File: config.mk
export PLATFORM = sky130hd
export DESIGN_NAME = fetch_sequencer
export DESIGN_NICKNAME = d
export VERILOG_FILES = /design/src/rtl/fetch_pkg.sv /design/src/rtl/pc_next_mux.sv /design/src/rtl/fetch_sequencer.sv
export SDC_FILE = /design/constraint.sdc
export NUM_CORES = 1
export LEC_CHECK = 0
export CORE_UTILIZATION = 54
export CTS_CLUSTER_SIZE = 24
export DETAILED_ROUTE_END_ITERATION = 10
export MAX_ROUTING_LAYER = met4
export PLACE_DENSITY = 0.81
export SLEW_MARGIN = 20
export SYNTH_ARGS = -nofsm -noshare
export SYNTH_HDL_FRONTEND = slang
export SYNTH_SLANG_ARGS = --single-unit
export TNS_END_PERCENT = 50
File: constraint.sdc
create_clock -name clk -period 4.2 [get_ports clk]
set_clock_uncertainty 0.15 [all_clocks]
set_input_delay 0.63 -clock clk [delete_from_list [all_inputs] [get_ports clk]]
set_output_delay 0.63 -clock clk [all_outputs]
set_load 0.02 [all_outputs]
File: src/rtl/fetch_pkg.sv
// Shared types and constants for the fetch sequencer: FSM state encoding,
// next-PC select encoding, default vectors and the branch sign-extension helper.
package fetch_pkg;

   localparam int PC_W        = 32;
   localparam int BR_W        = 16;
   localparam int DRAIN_CNT_W = 4;

   localparam logic [PC_W-1:0] DEF_RESET_VECTOR = 32'd50;
   localparam logic [PC_W-1:0] DEF_INT_VECTOR   = 32'd0;

   typedef enum logic [1:0] {
      ST_RUN    = 2'd0,
      ST_DRAIN  = 2'd1,
      ST_VECTOR = 2'd2
   } state_e;

   typedef enum logic [2:0] {
      PC_SEL_RESET  = 3'd0,
      PC_SEL_BRANCH = 3'd1,
      PC_SEL_EPC    = 3'd2,
      PC_SEL_INT    = 3'd3,
      PC_SEL_HOLD   = 3'd4,
      PC_SEL_INC    = 3'd5
   } pc_sel_e;

   // Branch targets arrive as 16-bit values and are sign-extended to a full PC.
   function automatic logic [PC_W-1:0] sext_branch(input logic [BR_W-1:0] addr);
      return {{(PC_W-BR_W){addr[BR_W-1]}}, addr};
   endfunction

endpackage

File: src/rtl/pc_next_mux.sv
// Combinational next-PC selector: reset vector, branch target (sign-extended),
// saved EPC, interrupt vector, hold, or PC+1 (wraps modulo 2^32).
module pc_next_mux
   import fetch_pkg::*;
#(
   parameter logic [PC_W-1:0] RESET_VECTOR = DEF_RESET_VECTOR,
   parameter logic [PC_W-1:0] INT_VECTOR   = DEF_INT_VECTOR
) (
   input  pc_sel_e          sel,
   input  logic [PC_W-1:0]  pc_cur,
   input  logic [PC_W-1:0]  epc_cur,
   input  logic [BR_W-1:0]  branch_addr,
   output logic [PC_W-1:0]  pc_next
);

   // Pick the next fetch address from the source chosen by the sequencer.
   always_comb begin
      // NOTE: pc_next gets a default before the case so no latch is inferred.
      pc_next = pc_cur;
      case (sel)
         PC_SEL_RESET:  pc_next = RESET_VECTOR;
         PC_SEL_BRANCH: pc_next = sext_branch(branch_addr);
         PC_SEL_EPC:    pc_next = epc_cur;
         PC_SEL_INT:    pc_next = INT_VECTOR;
         PC_SEL_HOLD:   pc_next = pc_cur;
         PC_SEL_INC:    pc_next = pc_cur + 32'd1;
         default:       pc_next = pc_cur;
      endcase
   end

endmodule

File: src/rtl/fetch_sequencer.sv
// Fetch-stage PC sequencer with a RUN/DRAIN/VECTOR interrupt-entry FSM.
// Owns the PC and EPC registers; all state updates on the falling clock edge
// so the instruction memory can read on the rising edge.
// Optional macro EPC_RETURN_EN adds the rti input (return to EPC from RUN).
module fetch_sequencer
   import fetch_pkg::*;
#(
   parameter logic [31:0] RESET_VECTOR = DEF_RESET_VECTOR,
   parameter logic [31:0] INT_VECTOR   = DEF_INT_VECTOR,
   parameter int unsigned DRAIN_CYCLES = 3
) (
   input  logic        clk,
   input  logic        reset,
   input  logic        stall,
   input  logic        branch,
   input  logic [15:0] branch_addr,
   input  logic        int_req,
`ifdef EPC_RETURN_EN
   input  logic        rti,
`endif
   output logic [31:0] pc,
   output logic        fetch_valid,
   output logic        flush_fd,
   output logic        int_ack,
   output logic [31:0] epc,
   output logic        busy
);

   // Drain counter counts down to zero; loading N-1 gives N DRAIN cycles.
   localparam logic [DRAIN_CNT_W-1:0] DRAIN_LOAD = DRAIN_CNT_W'(DRAIN_CYCLES - 1);

   state_e                 state_q, state_d;
   logic [DRAIN_CNT_W-1:0] drain_cnt_q, drain_cnt_d;
   logic [PC_W-1:0]        pc_q, pc_d;
   logic [PC_W-1:0]        epc_q, epc_d;
   logic                   fetch_valid_q, fetch_valid_d;
   logic                   flush_fd_q, flush_fd_d;
   logic                   int_ack_q, int_ack_d;
   pc_sel_e                pc_sel;
   logic                   rti_req;
   logic                   drain_done;

`ifdef EPC_RETURN_EN
   assign rti_req = rti;
`else
   assign rti_req = 1'b0;
`endif

   // Drain finishes on the cycle the counter is at zero and no stall holds it.
   assign drain_done = (drain_cnt_q == '0) && !stall;

   // State register; synchronous reset is folded into state_d.
   always_ff @(negedge clk) begin
      // NOTE: non-blocking assignment so every flop samples pre-edge values.
      state_q <= state_d;
   end

   // Next-state logic: RUN enters DRAIN only when no branch/rti outranks int_req.
   always_comb begin
      state_d = state_q;
      if (reset) begin
         state_d = ST_RUN;
      end else begin
         case (state_q)
            ST_RUN:    if (!branch && !rti_req && int_req) state_d = ST_DRAIN;
            ST_DRAIN:  if (drain_done) state_d = ST_VECTOR;
            ST_VECTOR: state_d = ST_RUN;
            default:   state_d = ST_RUN;
         endcase
      end
   end

   // Output/datapath logic: next PC source, EPC capture, drain count, pulses.
   // The interrupt vector is loaded on the edge leaving DRAIN and held through
   // the VECTOR cycle, so pc shows INT_VECTOR DRAIN_CYCLES+1 edges after entry.
   always_comb begin
      pc_sel        = PC_SEL_HOLD;
      epc_d         = epc_q;
      drain_cnt_d   = drain_cnt_q;
      fetch_valid_d = fetch_valid_q;
      flush_fd_d    = 1'b0;
      int_ack_d     = 1'b0;
      if (reset) begin
         pc_sel        = PC_SEL_RESET;
         epc_d         = '0;
         drain_cnt_d   = '0;
         fetch_valid_d = 1'b1;
      end else begin
         case (state_q)
            ST_RUN: begin
               fetch_valid_d = 1'b1;
               if (branch) begin
                  pc_sel     = PC_SEL_BRANCH;
                  flush_fd_d = 1'b1;
               end else if (rti_req) begin
                  pc_sel     = PC_SEL_EPC;
                  flush_fd_d = 1'b1;
               end else if (int_req) begin
                  epc_d         = pc_q;
                  drain_cnt_d   = DRAIN_LOAD;
                  fetch_valid_d = 1'b0;
                  flush_fd_d    = 1'b1;
               end else if (stall) begin
                  pc_sel = PC_SEL_HOLD;
               end else begin
                  pc_sel = PC_SEL_INC;
               end
            end
            ST_DRAIN: begin
               fetch_valid_d = 1'b0;
               // A branch resolving during drain becomes the return address.
               if (branch) epc_d = sext_branch(branch_addr);
               if (drain_done) begin
                  pc_sel        = PC_SEL_INT;
                  int_ack_d     = 1'b1;
                  fetch_valid_d = 1'b1;
               end else if (!stall) begin
                  drain_cnt_d = drain_cnt_q - 1'b1;
               end
            end
            ST_VECTOR: begin
               pc_sel        = PC_SEL_INT;
               fetch_valid_d = 1'b1;
            end
            default: begin
               pc_sel = PC_SEL_HOLD;
            end
         endcase
      end
   end

   pc_next_mux #(
      .RESET_VECTOR (RESET_VECTOR),
      .INT_VECTOR   (INT_VECTOR)
   ) u_pc_next_mux (
      .sel         (pc_sel),
      .pc_cur      (pc_q),
      .epc_cur     (epc_q),
      .branch_addr (branch_addr),
      .pc_next     (pc_d)
   );

   // Datapath and output registers.
   always_ff @(negedge clk) begin
      pc_q          <= pc_d;
      epc_q         <= epc_d;
      drain_cnt_q   <= drain_cnt_d;
      fetch_valid_q <= fetch_valid_d;
      flush_fd_q    <= flush_fd_d;
      int_ack_q     <= int_ack_d;
   end

   assign pc          = pc_q;
   assign epc         = epc_q;
   assign fetch_valid = fetch_valid_q;
   assign flush_fd    = flush_fd_q;
   assign int_ack     = int_ack_q;
   assign busy        = (state_q != ST_RUN);

endmodule
# ---- Yosys cells after proc, flatten, opt, wreduce, memory -nomap -nowiden
# Index checks and enable logic that the tools add are counted.
dict set report totals {
  out_inout_bits 68
  word_cells 65
  ff_bits 73
  in_bits 21
}
dict set report classes {
  n_eq_ne 13
  add_sub_neg 2
  mux 25
  bitwise_logic 2
  reduce_logical 16
}
# cell n
set ops {}
lappend ops {{case mux 32 bit (5 select lines)} 1}
lappend ops {{2-to-1 mux 32 bit} 3}
lappend ops {{case mux 32 bit (2 select lines)} 1}
lappend ops {{adder 32 x 1 -> 32 bit, second input constant} 1}
lappend ops {{2-to-1 mux 4 bit} 4}
lappend ops {{inequality test 2 bit, second input constant} 7}
lappend ops {{2-to-1 mux 3 bit} 3}
lappend ops {{case mux 3 bit (3 select lines)} 1}
lappend ops {{case mux 4 bit (2 select lines)} 1}
lappend ops {{2-to-1 mux 1 bit} 7}
lappend ops {{== test 3 x 2 -> 1 bit, second input constant} 2}
lappend ops {{AND reduction 5 bit} 1}
lappend ops {{nonzero test 5 bit} 1}
lappend ops {{zero test 4 bit} 1}
lappend ops {{2-to-1 mux 2 bit} 2}
lappend ops {{case mux 2 bit (2 select lines)} 1}
lappend ops {{AND reduction 4 bit} 1}
lappend ops {{nonzero test 2 bit} 2}
lappend ops {{OR reduction 2 bit} 2}
lappend ops {{subtractor 4 x 1 -> 4 bit, second input constant} 1}
lappend ops {{== test 3 x 1 -> 1 bit, second input constant} 1}
lappend ops {{== test 3 bit, second input constant} 1}
lappend ops {{zero test 3 bit} 1}
lappend ops {{case mux 1 bit (3 select lines)} 1}
lappend ops {{8 further kinds} 11}

# ---- Depth between registers and ports, before layout
# Gate-level depths: netlist of the first run.
dict set report logic_depth {
  ltp_word 7
  mapped_depth 9
  mapped_depth_nobuf 7
}

# ---- Modules after synthesis
# Synthesis of the first run repeated with hierarchy kept, for this count alone.
dict set report hier_totals {
  hier_cells 492
  hier_area_um2 4172.8
}
# mod n_inst cells_per_inst seq_area_each_um2 area_each_um2
set modules_own_cells {}
lappend modules_own_cells {fetch_sequencer 1 244 1461.4 2685.1}
lappend modules_own_cells {pc_next_mux 1 248 0.0 1487.7}

==> results of run 1 <==
==> critical path, delay by kind of cell <==
family                 cells  cell delay [ps]
AOI/OAI and AO/OA          2              550
buffers and inverters      2              490
muxes                      1               90
and+or+nand+nor            1              300
==> cell families (layout without fill, tap and decap cells) <==
family,after synthesis,in the layout,synth area share
compound gates,98,98,0.174
flops,73,73,0.467
fa+ha+maj,9,9,0.0295
xor+xnor,33,33,0.0757
buf+inv,33,253,0.0387
mux,20,20,0.0524
simple gates,124,124,0.163
==> cell type report <==
class / instances / area [um^2]
multi-input cells: 284 / 2000
flip-flops and latches: 73 / 1780
repair buffers: 154 / 1440
fillers: 364 / 955
clock inverters: 79 / 337
clock buffers: 9 / 124
well taps: 96 / 120
inverters: 11 / 41.3
==> timing repair <==
| item | in CTS | in global routing |
|---|---|---|
| resized for setup | 76 | 17 |
| pin swaps | 2 | 4 |
| buffers inserted | 0 | 1 |
| setup endpoints to repair | 128 | 71 |
| gates cloned | 0 | 3 |
==> flip-flops by register name (all words and copies together) (netlist names) <==
signal       flops
fetch_valid      1
int_ack          1
epc             32
flush_fd         1
pc              32
drain_cnt_q      4
state_q          2
==> worst paths after layout <==
path	from	endpoint	slack (ps)
setup / recovery	stall	pc[1]	6
hold reg to reg	epc[30]	epc[30]	340
setup reg to reg	state_q[1]	drain_cnt_q[1]	1310
hold / removal	epc[30]	epc[30]	340
==> routing by layer <==
layer,vias up,global-route usage,routed length [um]
li1,1857,-,-
met1,2006,0.434,5500
met2,355,0.537,6790
met3,76,0.104,1440
met4,0,0.192,567
met5,-,-,0
==> placed cells by master (no fill, tap or decap), types with 2 or more instances in the layout <==
master	Yosys	final
nor2_1	54	54
a21oi_1	23	23
inv_1	11	82
clkbuf_8	0	9
edfxtp_1	32	32
o31ai_1	3	3
dfxtp_1	41	41
o21ai_0	12	11
nand2_2	1	3
mux2i_1	20	20
inv_4	0	3
buf_12	0	6
ha_1	9	8
dlygate4sd2_1	0	64
xnor2_1	9	9
nor4_1	2	2
nor3_4	1	2
clkbuf_16	0	3
dlymetal6s2s_1	0	6
nand2b_1	4	3
and2_1	4	4
inv_2	1	2
nand2_1	12	9
and3_1	4	4
a211oi_1	41	41
nor3_1	4	3
clkdlybuf4s50_1	0	17
buf_4	2	58
xor2_1	24	24
o21ai_2	11	14
nand3_1	19	19
nand4_1	12	12
==> stage by stage <==
step                      setup TNS (ps)  instance area, um^2  hold WS [ps]  power [mW]
after CTS                          -89.8                 5720           332        4.09
after floorplan                        0                 3830           305        2.41
after global routing                -113                 5840           369        4.48
after detailed placement          -41690                 5290           325        3.42
after global placement            -38710                 5290           320        3.37
final                                  0                 5840           339        4.27
==> cell usage after synthesis, types with 10 or more instances <==
master,n
a211oi_1,41
a21oi_1,23
clkbuf_1,10
dfxtp_1,41
edfxtp_1,32
inv_1,11
mux2i_1,20
nand2_1,12
nand3_1,19
nand4_1,12
nor2_1,54
o21ai_0,12
o21ai_2,11
xor2_1,24
==> where the power goes <==
part           switching (mW)  total [mW]  leakage (nW)  internal (mW)
combinational            1.28        2.17          1.63          0.890
sequential              0.165        1.21         0.689           1.04
clock                   0.523       0.888         0.486          0.366
total                    1.97        4.27          2.81           2.30
==> impl_metrics.csv, run 1 <==
group,metric,value,unit
cts,cts_htree_levels,3,
yosys,yosysSeqAreaShare,0.467,
die,core,0.00679,mm^2
grt,grt_max_degree,35,
placement,dpl.cell_count,615,
yosys,synth_cell_types,42,
critical_path,critPathCaptureType,"flop",
timing,fin_ws,5.78,ps
yosys,synth_edf_count,32,
timing,final-hold-violation-count,0,
final_layout,final_util,0.859,
critical_path,crit_path_start_kind,"input port",
final_layout,drive_above_1_share,0.189,
grt,grt_pass1_vias,4065,
grt,antenna_found_initial,0,
critical_path,critPathMaxStageDelay,380,ps
critical_path,crit_type,"input port to flop",
critical_path,cp_max_fo,3,
yosys,synth.ff_latch_count,73,
min_path,worst_hold_path_type,"flop to flop",
drt,drc,0,
power_and_ir_drop,powerDensity,731,mW/mm^2
power_and_ir_drop,cellLeakagePower,2.81,nW
die,initial_utilization,0.562,
die,io_pins,89,
cts,cts_tree,"built",
yosys,yosysTopAreaCell,"edfxtp_1",
timing,slew_viol_final,0,
placement,port_buffers,88,
yosys,syn_area_per_cell,9.79,um^2
timing,slew_headroom,0.537,
placement,pre_cts_ws,-547,ps
cts,postCtsHoldBufs,0,
min_path,hold_depth,2,
die,rows,30,
final_layout,synthToLayoutAreaGrowth,53.0,%
yosys,synth_nets,420,
cts,cts.sinks,73,
timing,finalSetupViolCount,0,
yosys,synthesis.area,0.00382,mm^2
cts,clkTransAtPathRegs,30,ps
yosys,synth_flop_cell,"dfxtp_1",
critical_path,slowest_stage,"o31ai_1",
critical_path,crit_chain,"dlygate4sd2_1, nor4b_4, buf_4, mux2i_1, o31ai_1, o21ai_0",
drt,avgRoutedWirePerCell,20.2,um
grt,grt_pass1_wl,19.5,mm
final_layout,final_cell_count_no_fill,706,
outcome,status,"complete, no violations",
drt,postRouteAntennaNets,0,
timing,tightest_slew,689,ps
yosys,syn_inst,390,
yosys,yosys_warnings,0,
critical_path,required,2060,ps
yosys,synth_top_area_share,0.252,
die,dieArea,0.00741,mm^2
placement,gp_congestion,0.881,
yosys,synth_area_leaders,"edfxtp_1 (25%), dfxtp_1 (22%), a211oi_1 (8.1%)",
grt,grt_use_total,0.358,
cts,cts_buffers,9,
job,cap_violations,0,
die,die_y,86.1,um
critical_path,worst_r2r_path_depth,9,
cts,cts-root-buf,"clkbuf_8",
grt,grt-ovfl-total,0,
final_layout,antennaDiodeCount,0,
drt,viasPerCell,6.08,
final_layout,fin_nets,636,
cts,clk_path_buf_depth,2,
cts,clk_latency,440,ps
drt,wl,14.3,mm
drt,first_iter_violations,565,
drt,drtPass1Iterations,7,
die,die_w,86.1,um
drt,vias,4294,
placement,hpwl,7.68,mm
power_and_ir_drop,ir_drop,0.000399,V
critical_path,critPathArrivalTime,2050,ps
yosys,async_flop_share,0,
Note: power is estimated with default switching activity, not from simulation.
==> inputs of run 2 (changes only) <==
--- a/config.mk
+++ b/config.mk
@@ -5,7 +5,9 @@
 export SDC_FILE = /design/constraint.sdc
 export NUM_CORES = 1
 export LEC_CHECK = 0
-export CORE_UTILIZATION = 54
+export CELL_PAD_IN_SITES_DETAIL_PLACEMENT = 1
+export CELL_PAD_IN_SITES_GLOBAL_PLACEMENT = 1
+export CORE_UTILIZATION = 41
 export CTS_CLUSTER_SIZE = 24
 export DETAILED_ROUTE_END_ITERATION = 10
 export MAX_ROUTING_LAYER = met4
==> run 2 against run 1 <==
  * The flow now finishes with violations (design-rule violations)
  * Global-route usage up 5.4 points
  * Critical path type is now flop to primary output
  * Sequential share of layout area fell by 0.54 points
  * Critical path depth shrank 2
  * Combinational power up 9%
  * Largest cell class unchanged
  * Total power increased by 8.8%
==> impl_metrics.csv, run 2 (same netlist as run 1, synthesis figures left out) <==
group,metric,value,unit
timing,slew_headroom,0.390,
die,io_pins,89,
critical_path,r2r-end,"pc[7]",
drt,avgRoutedWirePerCell,26.9,um
die,rows,34,
power_and_ir_drop,powerDensity,780,mW/mm^2
die,initial_utilization,0.431,
cts,cts.sinks,73,
outcome,violations,"design-rule violations",
grt,grt_use_total,0.412,
die,core,0.00885,mm^2
timing,fin_ws,0.297,ps
drt,wl,19.4,mm
drt,first_iter_violations,338,
final_layout,drive_above_1_share,0.203,
grt,grt_max_degree,35,
drt,drtPass1Iterations,11,
drt,viasPerCell,6.25,
cts,cts_tree,"built",
timing,finalSetupViolCount,0,
die,die_y,98.5,um
critical_path,critPathMaxStageDelay,360,ps
critical_path,rrSetupSlack,1230,ps
die,die_w,98.5,um
cts,clk_path_buf_depth,2,
grt,antenna_found_initial,0,
placement,pre_cts_ws,-582,ps
final_layout,final_common_cell,"inv_1",
power_and_ir_drop,ir_drop,0.000377,V
critical_path,r2r_start,"state_q[1]",
placement,port_buffers,88,
timing,tightest_slew,915,ps
drt,drc,3,
critical_path,crit_type,"flop to primary output",
critical_path,cpLargestDelayFamily,"flip-flops",
cts,clk_latency,470,ps
placement,gp_congestion,0.898,
cts,cts_buffers,9,
final_layout,layout_common_cells,"inv_1 (84), dlygate4sd2_1 (66), buf_4 (57)",
drt,postRouteAntennaNets,0,
job,cap_violations,0,
final_layout,fin_area,0.00595,mm^2
placement,hpwl,9.30,mm
critical_path,cp_num_buf_inv,3,
final_layout,synthToLayoutAreaGrowth,55.9,%
drt,vias,4498,
critical_path,slowest_stage,"dfxtp_2",
grt,grt_pass1_wl,28.8,mm
placement,place_area,0.00528,mm^2
grt,grt-ovfl-total,0,
critical_path,critPathCaptureType,"primary output",
critical_path,worstSetupPathDepth,4,
power_and_ir_drop,cellLeakagePower,2.82,nW
timing,timing.hold.ws,341,ps
grt,grt_pass1_vias,4899,
critical_path,critPathArrivalTime,3420,ps
critical_path,cp_common_cell,"inv_2",
die,dieArea,0.00970,mm^2
final_layout,fin_nets,637,
timing,final-hold-violation-count,0,
timing,slew_viol_final,0,
critical_path,startpoint,"state_q[0]",
critical_path,endpoint,"busy",
critical_path,crit_path_start_kind,"flop",
cts,cts_htree_levels,3,
cts,clkTransAtPathRegs,50,ps
cts,cts-root-buf,"clkbuf_8",
critical_path,worst_r2r_path_depth,8,
final_layout,antennaDiodeCount,0,
critical_path,cp_max_fo,3,
outcome,status,"finished with violations",
min_path,worst_hold_path_type,"flop to flop",
critical_path,required,3420,ps
critical_path,crit_chain,"inv_2, ha_1, inv_2, buf_4",
==> run 2: cell types whose count changed in the layout (fill, tap and decap cells not counted), moves of 3 or more <==
cell / before / now
clkbuf_16: 3 / 0
bufbuf_16: 0 / 3
a211oi_2: 0 / 6
a211oi_1: 41 / 35
dlymetal6s2s_1: 6 / 3
==> run 2: report_power, final <==
part	total, mW	switching [mW]	internal, mW
clock	1.03	0.611	0.422
sequential	1.25	0.206	1.05
combinational	2.36	1.44	0.917
total	4.64	2.26	2.38
==> run 2: cell type report <==
class	instances	area, um^2
Sequential cell	73	1780
Fill cell	1014	2900
Inverter	11	41.3
Clock inverter	80	357
Tap cell	108	135
Clock buffer	9	124
Multi-Input combinational cell	285	2050
Timing Repair Buffer	154	1460
==> run 2: how the worst min path moves through the flow <==
stage	start	slack, ps	endpoint	depth (start not counted)
2_1_floorplan	drain_cnt_q[1]	300	drain_cnt_q[1]	2
3_3_place_gp	fetch_valid	300	fetch_valid	2
3_5_place_dp	drain_cnt_q[1]	340	drain_cnt_q[1]	2
4_1_cts	drain_cnt_q[1]	350	drain_cnt_q[1]	2
5_1_grt	drain_cnt_q[1]	370	drain_cnt_q[1]	2
6_report	drain_cnt_q[1]	340	drain_cnt_q[1]	2
==> run 2: worst min-delay path, stage by stage (launching register included) <==
cell,delay (ps)
dfxtp_1,310
inv_1,70
a211oi_1,60
==> run 2: repair_timing <==
action	CTS	global route
buffers inserted	1	3
endpoints found under the setup margin	146	88
pin swaps	5	4
hold buffers	0	0
resized for setup	88	22
cloned	4	0
==> run 2: layer usage <==
layer,global-route usage,wire (um)
met5,-,0
met4,0.218,1040
met3,0.113,1530
met2,0.660,9340
met1,0.472,7460
==> run 2: through the flow <==
stage	setup TNS, ps	total power, mW	std cells	util
3_5_place_dp	-47420	3.48	624	0.597
6_report	0	4.64	720	0.673
2_1_floorplan	0	2.41	390	-
4_1_cts	-2750	4.38	717	0.665
3_3_place_gp	-41200	3.39	624	0.597
5_1_grt	-31.6	4.80	720	0.673
